[src/rtl/iconn_shared_port_arb.sv]
// N-requester arbiter for one shared interconnect port (round-robin or fixed priority).
// Optional downstream watchdog enabled by defining ICONN_ARB_WDOG_EN.
module iconn_shared_port_arb #(
    parameter int N_REQ     = 2,
    parameter int PAYLOAD_W = 64,
    parameter int RESP_W    = 8,
    parameter int MODE_RR   = 1,
    parameter int WDOG_CYC  = 16
) (
    input  logic                       clk,
    input  logic                       resetn,
    input  logic [N_REQ-1:0]           req_i,
    input  logic [N_REQ*PAYLOAD_W-1:0] payload_i,
    output logic [N_REQ-1:0]           ack_o,
    output logic [N_REQ*RESP_W-1:0]    resp_o,
    output logic [N_REQ-1:0]           grant_o,
    output logic                       valid_o,
    output logic [PAYLOAD_W-1:0]       payload_o,
    input  logic                       ack_i,
    input  logic [RESP_W-1:0]          resp_i,
    output logic                       err_o
);

    localparam int IW = (N_REQ > 1) ? $clog2(N_REQ) : 1;
    localparam int CW = IW + 1;

    typedef enum logic [1:0] {IDLE, BUSY, RESP} state_t;

    state_t               state;
    logic [IW-1:0]        ptr;
    logic [IW-1:0]        owner;
    logic [IW-1:0]        win;
    logic [IW-1:0]        nxt_ptr;
    logic [IW-1:0]        cidx;
    logic [CW-1:0]        cand;
    logic                 found;
    logic [N_REQ-1:0]     win_oh;
    logic [PAYLOAD_W-1:0] win_payload;

    // Search starts at ptr in RR mode, at 0 in fixed-priority mode.
    always_comb begin
        win   = '0;
        found = 1'b0;
        cand  = '0;
        cidx  = '0;
        for (int i = 0; i < N_REQ; i++) begin
            cand = (MODE_RR != 0) ? ({1'b0, ptr} + CW'(i)) : CW'(i);
            if (cand >= CW'(N_REQ))
                cand = cand - CW'(N_REQ);
            cidx = cand[IW-1:0];
            if (!found && req_i[cidx]) begin
                found = 1'b1;
                win   = cidx;
            end
        end
    end

    always_comb begin
        win_oh      = '0;
        win_oh[win] = 1'b1;
    end

    assign nxt_ptr     = (win == IW'(N_REQ - 1)) ? '0 : win + 1'b1;
    assign win_payload = payload_i[int'(win)*PAYLOAD_W +: PAYLOAD_W];

`ifdef ICONN_ARB_WDOG_EN
    localparam int WW = $clog2(WDOG_CYC + 1);
    logic [WW-1:0] wcnt;
`else
    assign err_o = 1'b0;
`endif

    always_ff @(posedge clk or negedge resetn) begin
        if (!resetn) begin
            state     <= IDLE;
            ptr       <= '0;
            owner     <= '0;
            ack_o     <= '0;
            resp_o    <= '0;
            grant_o   <= '0;
            valid_o   <= 1'b0;
            payload_o <= '0;
`ifdef ICONN_ARB_WDOG_EN
            wcnt      <= '0;
            err_o     <= 1'b0;
`endif
        end else begin
            ack_o <= '0;
`ifdef ICONN_ARB_WDOG_EN
            err_o <= 1'b0;
`endif
            case (state)
                IDLE: begin
                    if (|req_i) begin
                        grant_o   <= win_oh;
                        owner     <= win;
                        payload_o <= win_payload;
                        valid_o   <= 1'b1;
                        state     <= BUSY;
                        if (MODE_RR != 0)
                            ptr <= nxt_ptr;
`ifdef ICONN_ARB_WDOG_EN
                        wcnt <= '0;
`endif
                    end
                end
                BUSY: begin
                    if (ack_i) begin
                        resp_o[int'(owner)*RESP_W +: RESP_W] <= resp_i;
                        ack_o   <= grant_o;
                        valid_o <= 1'b0;
                        state   <= RESP;
                    end
`ifdef ICONN_ARB_WDOG_EN
                    // Expiry completes the owner with a zero response.
                    else if (wcnt == WW'(WDOG_CYC - 1)) begin
                        resp_o[int'(owner)*RESP_W +: RESP_W] <= '0;
                        ack_o   <= grant_o;
                        valid_o <= 1'b0;
                        err_o   <= 1'b1;
                        state   <= RESP;
                    end else begin
                        wcnt <= wcnt + 1'b1;
                    end
`endif
                end
                RESP: begin
                    grant_o <= '0;
                    state   <= IDLE;
                end
                default: begin
                    grant_o <= '0;
                    valid_o <= 1'b0;
                    state   <= IDLE;
                end
            endcase
        end
    end

endmodule

[config.mk]
export PLATFORM = sky130hd
export DESIGN_NAME = iconn_shared_port_arb
export DESIGN_NICKNAME = d
export VERILOG_FILES = /design/src/rtl/iconn_shared_port_arb.sv
export SDC_FILE = /design/constraint.sdc
export NUM_CORES = 1
export LEC_CHECK = 0
export BUFFER_PORTS_ARGS = -buffer_cell sky130_fd_sc_hd__buf_2
export CAP_MARGIN = 40
export CORE_MARGIN = 2
export CORE_UTILIZATION = 40
export DETAILED_ROUTE_END_ITERATION = 6
export GPL_TIMING_DRIVEN = 0
export PLACE_DENSITY = 0.74
export SYNTH_ARGS = -nofsm -noshare
export SYNTH_HDL_FRONTEND = slang
export SYNTH_SLANG_ARGS = --single-unit
[constraint.sdc]
create_clock -name clk -period 3.1 [get_ports clk]
set_input_delay 0.62 -clock clk [delete_from_list [all_inputs] [get_ports clk]]
set_output_delay 0.62 -clock clk [all_outputs]
set_load 0.05 [all_outputs]
# Word level (Yosys, flattened, before mapping)
# Cells that the tools add are included.
# totals
regBits,89
latch_bits,0
ram_bits,0
rom_bits,0
wordCells,61
mem_count,0
# op_classes
add_sub_neg,5
n_mul,0
n_div,0
magnitude_cmp,6
eq_ne,4
shifts,3
muxes,23
bitwise,2
n_reduce_logical,10
# ops
operator,count
indexed part select 128 x 8 -> 64 bit,1
negator 4 -> 33 bit,1
variable shift 8 x 33 -> 16 bit (first input constant),1
indexed part select 8 x 33 -> 16 bit,1
bitwise mux 16 bit,1
two-way mux 1 bit,13
two-way mux 2 bit,5
one-hot mux 2 bit (2 select lines),2
AND reduction 2 bit,4
< comparator 1 x 2 -> 1 bit (second input constant),3
inequality test 2 bit (second input constant),2
one-hot mux 1 bit (3 select lines),1
AND reduction 3 bit,1
adder 1 x 1 -> 2 bit (second input constant),1
equality test 2 x 1 -> 1 bit (second input constant),1
equality test 2 bit (second input constant),1
>= comparator 1 x 2 -> 1 bit (second input constant),1
>= comparator 2 bit (second input constant),1
logical AND 1 bit,2
zero test 2 bit,1
inverter 1 bit,2
OR reduction 2 bit,1
subtractor 1 bit (second input constant),2
adder 1 bit (second input constant),1
3 further kinds,3

# Depth between registers and ports, before layout
# Gate-level depths: netlist of run 1.
# logic_depth
ltp_word,14
depth_mapped,6

# Least setup slack after synthesis of run 1
# Ideal clock, no wire load.
# synth_path
kind,in2reg
from,input port req_i[1]
to,register payload_o[13]
setup_time_ps,126
arrival_ps,1491
setup_slack_ps,1483
path_stages,5
path_buffers,2
cell_sequence,nand2_1 > and3_1 > buf_2 > clkbuf_1 > a221o_1
# synth_between
elab_chain_cells,7
word_cells_on_any_way,12
cone_classes,shift (1); mux (7); reduce/logical (4)
# synth_rtl
element,line_no,rtl
"start, declared",12,"input logic [N_REQ-1:0] req_i,"
two-way mux 1 bit (not written as such) (2 in series),51,if (!found && req_i[cidx]) begin
two-way mux 1 bit,51,
zero test 1 bit,51,
logical AND 1 bit,51,
two-way mux 1 bit,51,
indexed part select 128 x 8 -> 64 bit,64,assign win_payload = payload_i[int'(win)*PAYLOAD_W +: PAYLOAD_W];
"end signal, assigned",97,payload_o <= win_payload;
"end, declared",18,"output logic [PAYLOAD_W-1:0] payload_o,"
# Several ways; a longest one is shown, not always the timed one. The select of a mux whose other input is x is not followed.
# A chain may end at the register's enable or synchronous reset.

# Final worst setup path of run 1
# layout_path
from,input port req_i[1]
to,register payload_o[17]
# The elaborated chain is that of the path after synthesis.

==> results of run 1 <==
## final timing paths
check | startpoint | end | slack [ns] | cells past startpoint
worst min register to register | valid_o | valid_o | 0.49 | 2
max in group asynchronous | resetn | payload_o[52] | 2.23 | 2
worst max-delay path | req_i[1] | payload_o[17] | 1.26 | 6
worst min-delay path | resetn | resp_o[12] | 0.22 | 1
min in group clk | valid_o | valid_o | 0.49 | 2
worst max register to register | state[1] | payload_o[42] | 1.36 | 5
## cell usage in the layout (no fill, tap or decap)
cell | netlist | routed
a21oi_1 | 2 | 2
a221o_1 | 64 | 64
a22oi_1 | 1 | 1
and2_1 | 2 | 2
and3_1 | 2 | 2
and3b_1 | 1 | 1
buf_1 | 4 | 4
buf_16 | 0 | 1
buf_2 | 14 | 238
buf_4 | 1 | 2
buf_6 | 3 | 3
bufinv_16 | 0 | 2
clkbuf_1 | 10 | 10
clkbuf_8 | 0 | 9
clkinv_2 | 0 | 1
clkinvlp_4 | 0 | 1
conb_1 | 1 | 1
dfrtp_1 | 89 | 89
inv_1 | 1 | 1
inv_6 | 0 | 3
mux2_2 | 16 | 16
nand2_1 | 3 | 3
nand2b_1 | 5 | 5
nand3b_1 | 1 | 1
nor2_1 | 2 | 2
nor2b_1 | 2 | 2
o21a_1 | 64 | 64
o21ai_0 | 4 | 4
o21bai_1 | 1 | 1
o22ai_1 | 1 | 1
or2_1 | 1 | 1
## worst max-delay path: stages
cell and delay, ns:
buf_2 0.12, nor2_1 0.39, buf_2 0.37, buf_1 0.35
o21a_1 0.17, a221o_1 0.10
## registers in the layout, summed over array words and instances (netlist names)
register	count
valid_o	1
ptr	1
grant_o	2
payload_o	64
resp_o	16
owner	1
ack_o	2
state	2
## layer usage
| metal | vias up | global-route usage, % | part of all wire [%] |
|---|---|---|---|
| met2 | 143 | 35.4 | 49 |
| met4 | 0 | 6.05 | 1.4 |
| li1 | 1629 | - | - |
| met1 | 1656 | 26.3 | 43 |
| met3 | 14 | 4.86 | 6.6 |
| met5 | - | 0 | 0 |
## layout make-up
cell class / instances / area (um2) / area share, %
Sequential cell: 89 / 2230 / 41.2
Multi-Input combinational cell: 173 / 1470 / 27.1
Timing Repair Buffer: 226 / 1160 / 21.4
Buffer: 32 / 164 / 3.03
Tap cell: 129 / 161 / 2.99
Clock buffer: 9 / 124 / 2.29
Clock inverter: 7 / 98.8 / 1.83
Inverter: 1 / 3.75 / 0.0695
## power breakdown
part | total (uW) | switching [uW] | internal, uW
Combinational | 4170 | 2890 | 1290
Sequential | 2030 | 313 | 1720
Clock | 892 | 430 | 462
Total | 7100 | 3630 | 3470
## cell families after synthesis
| kind of cell | after synthesis | synth area share [%] |
|---|---|---|
| other | 1 | 0.0971 |
| buffers and inverters | 33 | 4.34 |
| AND/OR/NAND/NOR | 19 | 2.85 |
| AO/OA/AOI/OAI | 137 | 30.4 |
| flip-flops | 89 | 57.7 |
| multiplexers | 16 | 4.67 |
## through the flow
stage	util (%)	power (uW)	worst slack (ns)	hold WS (ns)	area, um2
4_1_cts	58.2	7150	1.34	0.228	5400
5_1_grt	58.2	7460	1.15	0.241	5400
3_5_place_dp	55.8	6240	0.962	0.475	5180
2_1_floorplan	-	5180	1.48	0.324	3860
6_report	58.2	7100	1.26	0.225	5400
3_3_place_gp	55.5	6150	0.653	0.461	5150
==> summary.md, run 1 <==
| Metric | Value |
|---|---|
| Kind of critical path | `in2reg` |
| Most frequent cell after synthesis | `dfrtp_1` |
| Largest net degree at the start of global routing | `54` |
| Cells after Synth | `295` |
| Clk_skew | `0.0146 ns` |
| Cell count after placement | `650` |
| Clk_lat worst skew | `0.35 ns` |
| Fin. Hold Viols | `0` |
| Register area share after synthesis | `57.7%` |
| Syn nets | `436` |
| Top post-synthesis cells by count | `dfrtp_1 (89), a221o_1 (64), o21a_1 (64), mux2_2 (16), buf_2 (14)` |
| Yosys top cell area share | `57.7%` |
| Main synth FF type | `dfrtp_1` |
| Maximum VDD drop | `0.000614 V` |
| Setup violators final | `0` |
| Critical Path Source Type | `input port` |
| Initial DRC count | `84` |
| Vias in the first global route | `3,477` |
| # Max-Cap Violations | `0` |
| GR Overflow Total | `0` |
| Post-CTS Setup Repair Bufs | `0` |
| CP Data Arrival Time | `2.13 ns` |
| Fmax achieved | `544 MHz` |
| DIE WIDTH | `102 um` |
| Final nets | `673` |
| Initial Util | `41.6%` |
| Worst Hold Class | `in2async` |
| Async SR Flop Fraction | `100%` |
| Wire per inst | `16.8 um` |
| Root Buffer | `clkbuf_8` |
| Die area | `10,500 um2` |
| Final wirelength | `11,200 um` |
| Static Leakage | `0.00275 uW` |
| Final min period | `1.84 ns` |
| Slew Viols, Final | `0` |
| Die Ht | `102 um` |
| Worst-Margin Slew | `0.501 ns` |
| H-tree levels | `3` |
| Overall global routing resource usage | `20.7%` |
| Clk sinks | `89` |
| Layout area overhead | `39.9%` |
| Share of layout cells above drive strength 1 | `51.4%` |
| Layout Cells excl Fill | `666` |
| # resized after CTS | `0` |
| DR DRC count | `0` |
| Clock Tree Buf Depth | `2` |
| Reg clk slew, reported paths | `0.10 ns` |
| Input/output buffers | `225` |
| Cell area after synthesis | `3860 um2` |
| Cell Pwr Density | `1310 nW/um2` |
| N_diodes | `0` |
| Max-slew headroom | `66.6%` |
| Number of synthesized register bits | `89` |
| I/O pin cnt | `227` |
| First-pass GRT wire length | `16,800 um` |
| CTS Buf Count | `9` |
| Drt pass-1 iters | `4` |
| Antenna violations before repair | `0` |
| Vias/cell | `5.17` |
| RD Place Congestion | `0.771` |
| Core area | `9280 um2` |
| Run status | `completed` |
| Hold-fix buffers, CTS | `0` |
| Top post-synthesis cells by area | `dfrtp_1 (58%), a221o_1 (17%), o21a_1 (12%)` |
| Critical path capture point type | `flop` |
| Worst-path fanout max | `10` |
| Warnings from Yosys | `0` |
| Post-DP HPWL | `8440 um` |
| CTS tree | `yes` |
| RSZ-0062 raised after global routing | `false` |
| Antenna viol nets, final | `0` |
| Yosys cell types | `25` |
| FILL cells | `835` |
| Vias | `3,442` |
| Site row count | `35` |
| EDFF count, synth | `0` |
| Tcrit/Tclk final | `59.3%` |
| Post-synth top area cell | `dfrtp_1` |
| Total Neg Setup Slack | `0 ns` |
| CP required | `3.39 ns` |
| Synth Area per Inst | `13.1 um2` |
Power figures use the tool's default switching activity.
==> inputs of run 2 (changes only) <==
--- a/config.mk
+++ b/config.mk
@@ -8,10 +8,10 @@
 export BUFFER_PORTS_ARGS = -buffer_cell sky130_fd_sc_hd__buf_2
 export CAP_MARGIN = 40
 export CORE_MARGIN = 2
-export CORE_UTILIZATION = 40
+export CORE_UTILIZATION = 39
 export DETAILED_ROUTE_END_ITERATION = 6
 export GPL_TIMING_DRIVEN = 0
-export PLACE_DENSITY = 0.74
+export PLACE_DENSITY = 0.76
 export SYNTH_ARGS = -nofsm -noshare
 export SYNTH_HDL_FRONTEND = slang
 export SYNTH_SLANG_ARGS = --single-unit
==> constraint.sdc (replaced) <==
create_clock -name clk -period 1.6 [get_ports clk]
set_input_delay 0.32 -clock clk [delete_from_list [all_inputs] [get_ports clk]]
set_output_delay 0.32 -clock clk [all_outputs]
set_load 0.05 [all_outputs]
==> run 2 against run 1 <==
Net effect:
- flip-flop and latch count unchanged
- global-route usage up 0.22 points
- design area up 3.9%
- non-clock buffer count up 11
- critical path depth down 1
- sequential share of layout area down 1.5 points
- clock-buffer cell count up 1
- critical endpoint is now payload_o[27]
- largest cell class unchanged
- highest routed layer unchanged
==> summary.md, run 2 (synthesis results as in run 1) <==
| Metric | Value |
|---|---|
| Tcrit/Tclk final | `99.2%` |
| Most flop-heavy register | `payload_o` |
| Site row count | `36` |
| Worst Hold Class | `in2reg` |
| Vias/cell | `5.25` |
| H-tree levels | `3` |
| Slew Viols, Final | `0` |
| DR DRC count | `0` |
| Die Ht | `104 um` |
| Overall global routing resource usage | `20.9%` |
| # Max-Cap Violations | `0` |
| Final nets | `684` |
| Final worst slack | `0.0135 ns` |
| CTS tree | `yes` |
| Reg clk slew, reported paths | `0.08 ns` |
| Cell Pwr Density | `2540 nW/um2` |
| Cell count after placement | `654` |
| Initial DRC count | `132` |
| Static Leakage | `0.00288 uW` |
| Clk sinks | `89` |
| Run status | `completed` |
| WHS | `0.183 ns` |
| Vias in the first global route | `3,716` |
| Fin. Hold Viols | `0` |
| CTS Buf Count | `9` |
| Fmax achieved | `630 MHz` |
| Commonest non-fill, non-tap cell in the layout | `buf_2` |
| RD Place Congestion | `0.796` |
| RSZ-0062 raised after global routing | `true` |
| Setup violators final | `0` |
| Drt pass-1 iters | `4` |
| Antenna viol nets, final | `0` |
| Critical path capture point type | `flop` |
| Input/output buffers | `225` |
| CP required | `1.83 ns` |
| Critical Path Source Type | `flop` |
| Initial Util | `39.9%` |
| Antenna violations before repair | `0` |
| Maximum VDD drop | `0.00116 V` |
| Largest net degree at the start of global routing | `46` |
| Commonest cells after routing, fill and taps aside | `buf_2 (232), dfrtp_1 (88), o21a_1 (64), a221o_1 (64), buf_4 (19)` |
| Die area | `10,700 um2` |
| Post-DP HPWL | `8400 um` |
| Worst-Margin Slew | `0.599 ns` |
| Clk_lat worst skew | `0.36 ns` |
| Kind of critical path | `reg2reg` |
| Vias | `3,569` |
| Clock Tree Buf Depth | `2` |
| Total Neg Setup Slack | `0 ns` |
| Final min period | `1.59 ns` |
| DIE WIDTH | `104 um` |
| I/O pin cnt | `227` |
| First-pass GRT wire length | `18,200 um` |
| Final wirelength | `11,500 um` |
| Worst-path fanout max | `6` |
| Pre-CTS setup slack | `-0.339 ns` |
| Core area | `9680 um2` |
| Wire per inst | `16.9 um` |
| CP Data Arrival Time | `1.82 ns` |
| Root Buffer | `clkbuf_8` |
| GR Overflow Total | `0` |
| Slowest stage delay, CP | `0.44 ns` |
| Critical Path Slowest Stage Cell | `dfrtp_2` |
| Clk_skew | `0.00905 ns` |
| Max-slew headroom | `60.1%` |
| Layout Cells excl Fill | `680` |
| Biggest regs | `payload_o (64), resp_o (16)` |
| Layout area overhead | `45.3%` |
| Share of layout cells above drive strength 1 | `54.5%` |
| Sequence of cells on the critical path | `or2_4 -> buf_8 -> buf_6 -> o21a_1 -> a221o_1` |
| FILL cells | `847` |
| N_diodes | `0` |
| Max FFs per register | `64` |
run 2: cell types whose count changed in the layout (fill, tap and decap cells not counted), moves of 2 or more:
| cell | previous run | this run |
|---|---|---|
| buf_4 | 2 | 19 |
| buf_2 | 238 | 232 |
| mux2_2 | 16 | 11 |
| mux2_4 | 0 | 5 |
| clkbuf_1 | 10 | 6 |
| buf_1 | 4 | 1 |
| inv_6 | 3 | 0 |
| buf_6 | 3 | 5 |
| buf_8 | 0 | 2 |
| clkbuf_2 | 0 | 2 |
run 2: final cells by class:
type / count / area (um2) / area share [%]
flip-flops and latches: 89 / 2230 / 39.7
clock inverters: 5 / 104 / 1.85
multi-input cells: 173 / 1510 / 26.9
repair buffers: 238 / 1250 / 22.3
inverters: 1 / 3.75 / 0.0669
plain buffers: 31 / 211 / 3.77
clock buffers: 10 / 138 / 2.45
well taps: 133 / 166 / 2.97
run 2: path summary, 6_finish.rpt:
path | startpoint | end | slack (ns) | depth (start not counted)
worst max-delay path | state[0] | payload_o[27] | 0.01 | 5
worst min-delay path | ack_i | state[0] | 0.18 | 2
worst max register to register | state[0] | payload_o[27] | 0.01 | 5
worst min register to register | resp_o[8] | resp_o[8] | 0.51 | 1
max in group asynchronous | resetn | payload_o[50] | 0.44 | 3
min in group asynchronous | resetn | resp_o[10] | 0.53 | 2
run 2: through the flow:
step	util (%)	instance area, um2	power, uW
2_1_floorplan	-	3860	10000
3_3_place_gp	53.2	5150	11900
3_5_place_dp	53.5	5180	12100
4_1_cts	56.8	5500	14100
5_1_grt	57.9	5610	15000
6_report	57.9	5610	14300
run 2: worst max-delay path, delay by kind of cell (launching register included):
family,cells,cell delay (ns)
AOI/OAI and AO/OA,2,0.45
and+or+nand+nor,1,0.30
buffers and inverters,2,0.28
DFF,1,0.44
run 2: where the power goes:
group | total, uW | internal [uW] | switching, uW
logic | 8460 | 2810 | 5650
registers | 3960 | 3340 | 621
clock network | 1860 | 1070 | 786
total | 14300 | 7220 | 7060
run 2: metal layers:
layer | routed length, um | part of all wire [%] | global-route usage (%)
met1 | 4730 | 41 | 24.9
met5 | 0 | 0 | 0
met3 | 668 | 5.8 | 4.09
met2 | 5880 | 51 | 36.8
met4 | 239 | 2.1 | 8.98
run 2: what timing repair did:
action	CTS	global route
endpoints found under the setup margin	64	65
hold endpoints to repair	44	0
pin swaps	0	2
setup buffers	6	5
resized for setup	13	32
hold buffers	1	0
==> inputs of run 3 (changes only) <==
--- a/config.mk
+++ b/config.mk
@@ -12,6 +12,7 @@
 export DETAILED_ROUTE_END_ITERATION = 6
 export GPL_TIMING_DRIVEN = 0
 export PLACE_DENSITY = 0.76
+export REMOVE_ABC_BUFFERS = 1
 export SYNTH_ARGS = -nofsm -noshare
 export SYNTH_HDL_FRONTEND = slang
 export SYNTH_SLANG_ARGS = --single-unit
==> run 3 against run 2 <==
Net effect:
- core utilization is 1.0 points lower
- sequential share of layout area is 0.74 points higher
- global-route usage is 1.7 points higher
- clock skew is 0.0019 ns lower
- setup slack better by 0.0097 ns
- first-iteration DRC count is 42% higher
- hold slack better by 0.0035 ns
- design area is 1.8% lower
- die area stayed put
- register-to-register slack hardly changed
- combinational power is 0.6% lower
- critical endpoint is now resp_o[7]
==> summary.md, run 3 (synthesis results as in run 1) <==
| Metric | Value |
|---|---|
| Highest Signal Layer | `met4` |
| Fmax achieved | `634 MHz` |
| Input/output buffers | `225` |
| RR Startpoint | `state[1]` |
| Final wirelength | `12,100 um` |
| Site row count | `36` |
| Biggest regs | `payload_o (64), resp_o (16)` |
| WL met2 | `6220 um` |
| Critical Path Slowest Stage Cell | `dfrtp_2` |
| Fin. Hold Viols | `0` |
| Max FFs per register | `64` |
| Max-slew headroom | `62.7%` |
| Total Neg Setup Slack | `0 ns` |
| Wire per inst | `18.5 um` |
| I/O pin cnt | `227` |
| # Max-Cap Violations | `0` |
| Final nets | `656` |
| Kind of critical path | `reg2reg` |
| Vias | `3,585` |
| Design Area, Final | `5510 um2` |
| Clk sinks | `89` |
| N_diodes | `0` |
| First-pass GRT wire length | `19,200 um` |
| Final min period | `1.58 ns` |
| RD Place Congestion | `0.761` |
| Clk_lat worst skew | `0.34 ns` |
| Antenna violations before repair | `0` |
| Commonest cells after routing, fill and taps aside | `buf_2 (224), dfrtp_1 (87), o21a_1 (64), a221o_1 (64), mux2_2 (16)` |
| Internal reg-to-reg setup slack | `0.02 ns` |
| RSZ-0062 raised after global routing | `true` |
| DR DRC count | `0` |
| Worst-Margin Slew | `0.560 ns` |
| DR WL met3 | `750 um` |
| Initial Util | `39.9%` |
| Static Leakage | `0.00275 uW` |
| Run status | `completed` |
| Slowest stage delay, CP | `0.47 ns` |
| Sequence of cells on the critical path | `and3b_2 -> nor2b_4 -> mux2_2` |
| Reg clk slew, reported paths | `0.09 ns` |
| Antenna viol nets, final | `0` |
| Die area | `10,700 um2` |
| Layout area overhead | `42.7%` |
| Root Buffer | `clkbuf_8` |
| Drt pass-1 iters | `5` |
| Setup violators final | `0` |
| Slew Viols, Final | `0` |
| Final Power | `14,000 uW` |
| Clk_skew | `0.00714 ns` |
| Critical path launch point | `state[1]` |
| Critical path capture point type | `flop` |
| Tcrit/Tclk final | `98.6%` |
| GR Overflow Total | `0` |
| CTS Buf Count | `9` |
| Commonest non-fill, non-tap cell in the layout | `buf_2` |
| Most flop-heavy register | `payload_o` |
| Worst r2r path cells | `3` |
| M1 WL | `4900 um` |
| DIE WIDTH | `104 um` |
| Cell Pwr Density | `2540 nW/um2` |
| Maximum VDD drop | `0.00123 V` |
| CTS tree | `yes` |
| Share of layout cells above drive strength 1 | `54.2%` |
| Critical Path Source Type | `flop` |
| Overall global routing resource usage | `22.6%` |
| Die Ht | `104 um` |
| Initial DRC count | `187` |
| Clock Tree Buf Depth | `2` |
| CP required | `1.84 ns` |
| Post-DP Area | `5150 um2` |
| CP Data Arrival Time | `1.81 ns` |
| Vias in the first global route | `3,686` |
| FILL cells | `829` |
| Setup crit end | `resp_o[7]` |
| Core area | `9680 um2` |
| H-tree levels | `3` |
| WHS | `0.187 ns` |
| Worst-path fanout max | `8` |
| Largest net degree at the start of global routing | `49` |
| Worst R2R End | `resp_o[7]` |
| Worst Hold Class | `in2reg` |
| Vias/cell | `5.49` |
| Post-DP HPWL | `8030 um` |
==> run 3: cell types whose count changed in the layout (fill, tap and decap cells not counted), sizes merged <==
cell	delta
and3	+2
buf	-24
bufinv	-2
clkbuf	-5
clkinv	-1
clkinvlp	+2
or2	+1
==> run 3: where the power goes <==
group	leakage (uW)	switching [uW]	internal (uW)	total (uW)
Combinational	0.00156	5740	2670	8410
Sequential	0.00109	614	3340	3950
Clock	0.000105	768	848	1620
Total	0.00275	7130	6850	14000
==> run 3: area by class of cell <==
cell class	instances	area (um2)	share of cell area, %
Multi-Input combinational cell	176	1530	27.7
Inverter	1	3.75	0.0681
Sequential cell	89	2230	40.5
Clock buffer	12	165	3.00
Tap cell	133	166	3.02
Clock inverter	4	50.0	0.908
Timing Repair Buffer	238	1370	24.8
==> run 3: worst max-delay path: cells and delay by family, from the launching register on <==
family           cells  cell delay (ns)
AND/OR/NAND/NOR      2             0.63
multiplexers         1             0.38
flip-flops           1             0.47
==> run 3: how the worst min path moves through the flow <==
| stage | from | endpoint | cells past startpoint |
|---|---|---|---|
| after global routing | ack_i | state[0] | 2 |
| after CTS | ack_i | state[0] | 2 |
| after detailed placement | resetn | ack_o[0] | 1 |
| final | ack_i | state[0] | 2 |
| after floorplan | resetn | ack_o[0] | 0 |
| after global placement | valid_o | valid_o | 2 |
==> run 3: per-layer routing <==
layer	vias up	global-route usage (%)
met5	-	0
met4	0	9.56
met3	16	4.66
met2	179	39.0
met1	1783	27.7
li1	1607	-
==> run 3: stage by stage <==
stage	util [%]	setup slack (ns)	std cells
6_report	56.9	0.0232	653
5_1_grt	56.9	-0.0352	653
4_1_cts	56.7	0.00152	651
3_5_place_dp	53.2	-0.354	627
3_3_place_gp	51.5	-2.81	621
2_1_floorplan	-	-1.28	263
==> run 3: what timing repair did <==
item | in CTS | in global routing
cloned | 3 | 0
pin swaps | 3 | 0
setup buffers | 4 | 2
endpoints found under the hold margin | 41 | 0
gates resized for setup | 9 | 3
hold buffers | 1 | 0
endpoints found under the setup margin | 73 | 37
